==> src/rtl/vga_timing_gen.sv <==
// Free-running VGA pixel timing: raster position, active-video flag, active-low syncs,
// a frame_start pulse on pixel (0,0) and an 8-bit frame counter.
module vga_timing_gen #(
  parameter int H_VISIBLE = 640,
  parameter int H_FP      = 16,
  parameter int H_SYNC    = 96,
  parameter int H_BP      = 48,
  parameter int V_VISIBLE = 480,
  parameter int V_FP      = 10,
  parameter int V_SYNC    = 2,
  parameter int V_BP      = 33
) (
  input  logic       vga_clk,
  input  logic       reset_n,
  output logic [9:0] DrawX,
  output logic [9:0] DrawY,
  output logic       blank,
  output logic       hs,
  output logic       vs,
  output logic       frame_start,
  output logic [7:0] frame_count
);

  localparam int H_TOTAL = H_VISIBLE + H_FP + H_SYNC + H_BP;
  localparam int V_TOTAL = V_VISIBLE + V_FP + V_SYNC + V_BP;

  generate
    if (H_TOTAL > 1024 || V_TOTAL > 1024) begin : g_bad_timing
      $error("vga_timing_gen: H_TOTAL and V_TOTAL must both be <= 1024");
    end
  endgenerate

  localparam logic [9:0]  H_LAST = 10'(H_TOTAL - 1);
  localparam logic [9:0]  V_LAST = 10'(V_TOTAL - 1);
  // 11-bit thresholds so a visible width of exactly 1024 still compares correctly.
  localparam logic [10:0] H_VIS  = 11'(H_VISIBLE);
  localparam logic [10:0] HS_ON  = 11'(H_VISIBLE + H_FP);
  localparam logic [10:0] HS_OFF = 11'(H_VISIBLE + H_FP + H_SYNC);
  localparam logic [10:0] V_VIS  = 11'(V_VISIBLE);
  localparam logic [10:0] VS_ON  = 11'(V_VISIBLE + V_FP);
  localparam logic [10:0] VS_OFF = 11'(V_VISIBLE + V_FP + V_SYNC);

  logic [9:0] hc_q, hc_d;
  logic [9:0] vc_q, vc_d;
  logic [9:0] x_q, y_q;
  logic       blank_q, blank_d;
  logic       hs_q, hs_d;
  logic       vs_q, vs_d;
  logic       fs_q, fs_d;
  logic       first_q, first_d;
  logic [7:0] fc_q, fc_d;
  logic [10:0] hx, vy;

  always_comb begin
    hc_d = (hc_q == H_LAST) ? 10'd0 : hc_q + 10'd1;
    vc_d = vc_q;
    if (hc_q == H_LAST) begin
      vc_d = (vc_q == V_LAST) ? 10'd0 : vc_q + 10'd1;
    end
  end

  // Flags are decoded from the next counter value so they register alongside DrawX/DrawY.
  always_comb begin
    hx      = {1'b0, hc_d};
    vy      = {1'b0, vc_d};
    blank_d = (hx < H_VIS) && (vy < V_VIS);
    hs_d    = !((hx >= HS_ON) && (hx < HS_OFF));
    vs_d    = !((vy >= VS_ON) && (vy < VS_OFF));
    fs_d    = (hc_d == 10'd0) && (vc_d == 10'd0);
    first_d = first_q;
    fc_d    = fc_q;
    if (fs_d) begin
      first_d = 1'b0;
      if (!first_q) fc_d = fc_q + 8'd1;
    end
  end

  always_ff @(posedge vga_clk or negedge reset_n) begin
    if (!reset_n) begin
      hc_q    <= H_LAST;
      vc_q    <= V_LAST;
      x_q     <= 10'd0;
      y_q     <= 10'd0;
      blank_q <= 1'b0;
      hs_q    <= 1'b1;
      vs_q    <= 1'b1;
      fs_q    <= 1'b0;
      first_q <= 1'b1;
      fc_q    <= 8'd0;
    end else begin
      hc_q    <= hc_d;
      vc_q    <= vc_d;
      x_q     <= hc_d;
      y_q     <= vc_d;
      blank_q <= blank_d;
      hs_q    <= hs_d;
      vs_q    <= vs_d;
      fs_q    <= fs_d;
      first_q <= first_d;
      fc_q    <= fc_d;
    end
  end

  assign DrawX       = x_q;
  assign DrawY       = y_q;
  assign blank       = blank_q;
  assign hs          = hs_q;
  assign vs          = vs_q;
  assign frame_start = fs_q;
  assign frame_count = fc_q;

endmodule

==> config.mk <==
export PLATFORM = sky130hd
export DESIGN_NAME = vga_timing_gen
export DESIGN_NICKNAME = d
export VERILOG_FILES = /design/src/rtl/vga_timing_gen.sv
export SDC_FILE = /design/constraint.sdc
export NUM_CORES = 1
export LEC_CHECK = 0
export BUFFER_PORTS_ARGS = -buffer_cell sky130_fd_sc_hd__buf_4
export CAP_MARGIN = 0
export CORE_ASPECT_RATIO = 0.5
export CORE_MARGIN = 1
export CORE_UTILIZATION = 32
export CTS_BUF_LIST = sky130_fd_sc_hd__clkbuf_4 sky130_fd_sc_hd__clkbuf_8
export DETAILED_ROUTE_END_ITERATION = 12
export MAX_ROUTING_LAYER = met4
export SYNTH_ARGS = -nofsm -noshare
export SYNTH_HDL_FRONTEND = slang
export SYNTH_SLANG_ARGS = --single-unit
==> constraint.sdc <==
create_clock -name vga_clk -period 3.91 [get_ports vga_clk]
set_input_delay 0.391 -clock vga_clk [delete_from_list [all_inputs] [get_ports vga_clk]]
set_output_delay 0.391 -clock vga_clk [all_outputs]
set_load 0.05 [all_outputs]
# After elaboration in Yosys (flattened, before gate mapping)
# Cells that the tools add are included.
[totals] register_bits=53
[op_classes] order_cmp=6 bitwise=1 mux=3 add_sub_neg=3 eq_ne=2 reduce_logical=9
[ops] cell="10-bit 2-to-1 mux" n=3
[ops] cell="10-bit by 1-bit adder with 10-bit output (second input constant)" n=2
[ops] cell="10-bit equality test (second input constant)" n=2
[ops] cell="10-bit logical NOT" n=2
[ops] cell="10-bit < comparator (second input constant)" n=2
[ops] cell="10-bit by 9-bit < comparator with 1-bit output (second input constant)" n=2
[ops] cell="10-bit greater-or-equal comparator (second input constant)" n=1
[ops] cell="10-bit by 9-bit greater-or-equal comparator with 1-bit output (second input constant)" n=1
[ops] cell="8-bit by 1-bit adder with 8-bit output (second input constant)" n=1
[ops] cell="1-bit logical AND" n=4
[ops] cell="1-bit logical NOT" n=2
[ops] cell="2-bit AND reduction" n=1
[ops] cell="1-bit NOT" n=1

# Longest topological paths before layout
[logic_depth] ltp_word=6 depth_mapped=10 mapped_depth_nobuf=8

# Worst setup path before layout
# Ideal clock, no wire load.
[synth_path] path_kind="register -> register" from="register hc_q[0]" to="register fc_q[1] (netlist: frame_count[1])" required_ns=3.785 synth_period_minus_slack_ns=3.077 setup_slack_ns=0.833 stages_incl_launch_ff=9 setup_ns=0.125 t_arrival_ns=2.952 cell_sequence="dfstp_2 > ha_1 > nand4_1 > nor4_1 > xor2_1 > or4b_1 > or4_4 > or2_4 > mux2_4"
[synth_between] elab_chain_cells=5 elab_cells_between_ends=8 cone_classes="add/sub (1); eq/ne (1); mux (2); reduce/logical (4)"
[synth_rtl] item="start: declaration" line_no="43" source="logic [9:0] hc_q, hc_d;"
[synth_rtl] item="start signal: assignment" line_no="80" source="hc_q <= H_LAST;"
[synth_rtl] item="start signal: assignment" line_no="91" source="hc_q <= hc_d;"
[synth_rtl] item="10-bit equality test" line_no="57" source="if (hc_q == H_LAST) begin"
[synth_rtl] item="10-bit 2-to-1 mux" line_no="57"
[synth_rtl] item="via vc_d[6]" line_no="44" source="logic [9:0] vc_q, vc_d;"
[synth_rtl] item="10-bit logical NOT" line_no="69" source="fs_d = (hc_d == 10'd0) && (vc_d == 10'd0);"
[synth_rtl] item="1-bit logical AND" line_no="69"
[synth_rtl] item="2-bit AND reduction (no line)"
[synth_rtl] item="end signal: assignment" line_no="89" source="fc_q <= 8'd0;"
[synth_rtl] item="end signal: assignment" line_no="100" source="fc_q <= fc_d;"
[synth_rtl] item="end: declaration" line_no="51" source="logic [7:0] fc_q, fc_d;"
# The timed path passes the listed nets, and every way through them passes these cells.
# A chain may end at the register's enable or synchronous reset.

# Final worst setup path
[layout_path] from="register hc_q[0]" to="register fc_q[1] (netlist: frame_count[1])"
[layout_between] elab_chain_cells=5 elab_cells_between_ends=8 cone_classes="add/sub (1); eq/ne (1); mux (2); reduce/logical (4)"
[layout_rtl] item="10-bit by 1-bit adder with 10-bit output / 10-bit equality test (equally long branches)" line_no="55, 57"
[layout_rtl] item="10-bit 2-to-1 mux (on tied branches)" line_no="55, 57"
[layout_rtl] item="10-bit logical NOT" line_no="69"
[layout_rtl] item="1-bit logical AND *" line_no="69"
[layout_rtl] item="2-bit AND reduction (no line) *"
# Every way passes the cells marked *; elsewhere a longest branch is shown, timed or not.

==> impl_metrics.env <==
export IMPL_drc=0
export IMPL_grt_setup_unrepaired="false"
export IMPL_layout_min_cycle_time_ns=3.49
export IMPL_finalInstanceArea_um2=2570
export IMPL_htreeDepth=2
export IMPL_dr_first_iter_drc_count=130
export IMPL_clkTransAtPathRegs_ns=0.08
export IMPL_hold_viol=0
export IMPL_min_period_over_period_pct=89.4
export IMPL_worst_pin_slew_ns=0.586
export IMPL_core_um2=6730
export IMPL_setup_viol=0
export IMPL_fin_nets=240
export IMPL_drive_gt1_share_pct=27.8
export IMPL_synthFlopType="dfrtp_1"
export IMPL_slew_headroom_pct=60.4
export IMPL_grt_overflow=0
export IMPL_ios=34
export IMPL_ys_warn_count=0
export IMPL_vdd_drop_max_mv=0.106
export IMPL_die_y_um=61.1
export IMPL_synth_seq_cells=43
export IMPL_fin_util_pct=38.3
export IMPL_hold_buffers=0
export IMPL_diodes=0
export IMPL_worst_skew_pair_late_latency_ns=0.30
export IMPL_start_util_pct=33.2
export IMPL_crit_required_ns=4.10
export IMPL_first_pass_iters=5
export IMPL_hp_class="in2async"
export IMPL_antenna_found_initial=0
export IMPL_num_rows=21
export IMPL_final_common_cell="buf_4"
export IMPL_grt_pass1_wl_um=7780
export IMPL_maxSlewViolCount=0
export IMPL_num_vias=1638
export IMPL_end_kind="register"
export IMPL_drt_total_wl_um=4740
export IMPL_synthesis_nets=221
export IMPL_place_ws_ns=0.428
export IMPL_post_dp_hpwl_um=3390
export IMPL_postRouteAntennaNets=0
export IMPL_clock_sinks=43
export IMPL_start_kind="register"
export IMPL_p_total_w=0.000812
export IMPL_cts_buffer_depth=2
export IMPL_die_w_um=120
export IMPL_grt_max_degree=44
export IMPL_critical_path_class="reg2reg"
export IMPL_power_density_nw_per_um2=315
export IMPL_ys_types=51
export IMPL_synth_edf_count=0
export IMPL_gp_congestion=0.852
export IMPL_syn_area_per_cell_um2=10.4
export IMPL_cap_violations=0
export IMPL_clock_fmax_mhz=286
export IMPL_routedWlPerCell_um=14.5
export IMPL_synthToLayoutAreaGrowth_pct=15.2
export IMPL_fin_tns_setup_ns=0
export IMPL_cp_max_fo=14
export IMPL_status="finished, final reports clean"
export IMPL_dieArea_um2=7350
export IMPL_worst_slack_ns=0.416
export IMPL_post_cts_setup_buffer_count=0
export IMPL_synthCells=214
export IMPL_syn_area_um2=2240
export IMPL_via_per_inst=5.02
export IMPL_ys_async_sr_fraction_pct=100
export IMPL_cts_tree="yes"
export IMPL_skew_ns=0.00791
export IMPL_clock_root_buffer="clkbuf_8"
export IMPL_crit_arrival_ns=3.68
export IMPL_post_dp_cell_area_um2=2460
export IMPL_io_buffers=33
export IMPL_cts_resized=0
export IMPL_p_leak_nw=1.11
export IMPL_seq_area_frac_synth_pct=48.9
export IMPL_numCtsBuffers=5
export IMPL_layout_common_cells="33 x buf_4, 30 x dfrtp_1, 20 x nand2_1, 13 x dfstp_2"
export IMPL_first_global_vias=1520
export IMPL_gr_usage_all_layers_pct=14.5
## final cells by class
type                       count  area (um2)
multi-input combinational    147         991
sequential                    43        1090
inverter                       3        11.3
clock inverter                 2        35.0
timing repair buffer          33         248
tap                           92         115
fill                         685        4150
clock buffer                   6        82.6
## per-layer routing
metal	track usage, %	up-vias	routed length (um)
li1	-	811	-
met1	20.5	786	2450
met2	20.1	36	2040
met3	3.89	5	208
met4	4.23	0	39
met5	-	-	0
## power by group
group | internal [W] | total (W) | switching [W]
registers | 0.000445 | 0.000445 | 0
clock network | 0.000207 | 0.000358 | 0.000152
logic | 0.000000663 | 0.00000885 | 0.00000819
## critical path: stages, from the launching register on
cell	delay [ns]
dfstp_2	0.56
ha_1	0.28
nand4_1	0.23
nor3_4	0.55
o221ai_1	0.24
or4b_1	0.50
or4_4	0.46
or2_4	0.26
mux2_4	0.30
## cell families after synthesis
family,count (synthesis),synth area share (%)
compound gates,34,10.2
xor+xnor,17,6.66
fa+ha+maj,5,2.80
buf+inv,24,6.83
flops,43,48.9
mux,1,0.671
simple gates,90,24.0
## flip-flops by register name (all words and copies together), names as in the netlist, 3 cells and up
signal,flops
hc_q,7
vc_q,3
frame_count,8
DrawX,10
DrawY,10
## through the flow
stage	hold slack [ns]	instances
finish	0.0701	326
global route	0.100	326
CTS	0.0919	326
detailed placement	0.417	318
global placement	0.406	318
floorplan	0.0954	214
## synth_stat cells (all sizes together) (4+ instances only)
| library cell | instances | area share [%] |
|---|---|---|
| dfrtp | 30 | 34 |
| nand2 | 20 | 3.4 |
| buf | 18 | 5.8 |
| dfstp | 13 | 15 |
| nand3 | 12 | 2.9 |
| nor3 | 12 | 3.2 |
| o21ai | 11 | 2.5 |
| xnor2 | 10 | 3.9 |
| nor2 | 9 | 1.5 |
| o31ai | 7 | 2.4 |
| xor2 | 7 | 2.7 |
| nand4 | 6 | 1.7 |
| nor4 | 6 | 2.4 |
| ha | 5 | 2.8 |
| and3 | 4 | 1.1 |
## worst paths after layout
check | from | end | slack, ns | cells past startpoint
worst min-delay path | reset_n | frame_count[2] | 0.07 | 1
min in group vga_clk | frame_count[7] | frame_count[7] | 0.48 | 1
worst max register to register | hc_q[0] | frame_count[1] | 0.42 | 8
max in group asynchronous | reset_n | vc_q[3] | 3.45 | 1
worst min register to register | frame_count[7] | frame_count[7] | 0.48 | 1
worst max-delay path | hc_q[0] | frame_count[1] | 0.42 | 8
Note: power is estimated with default switching activity, not from simulation.
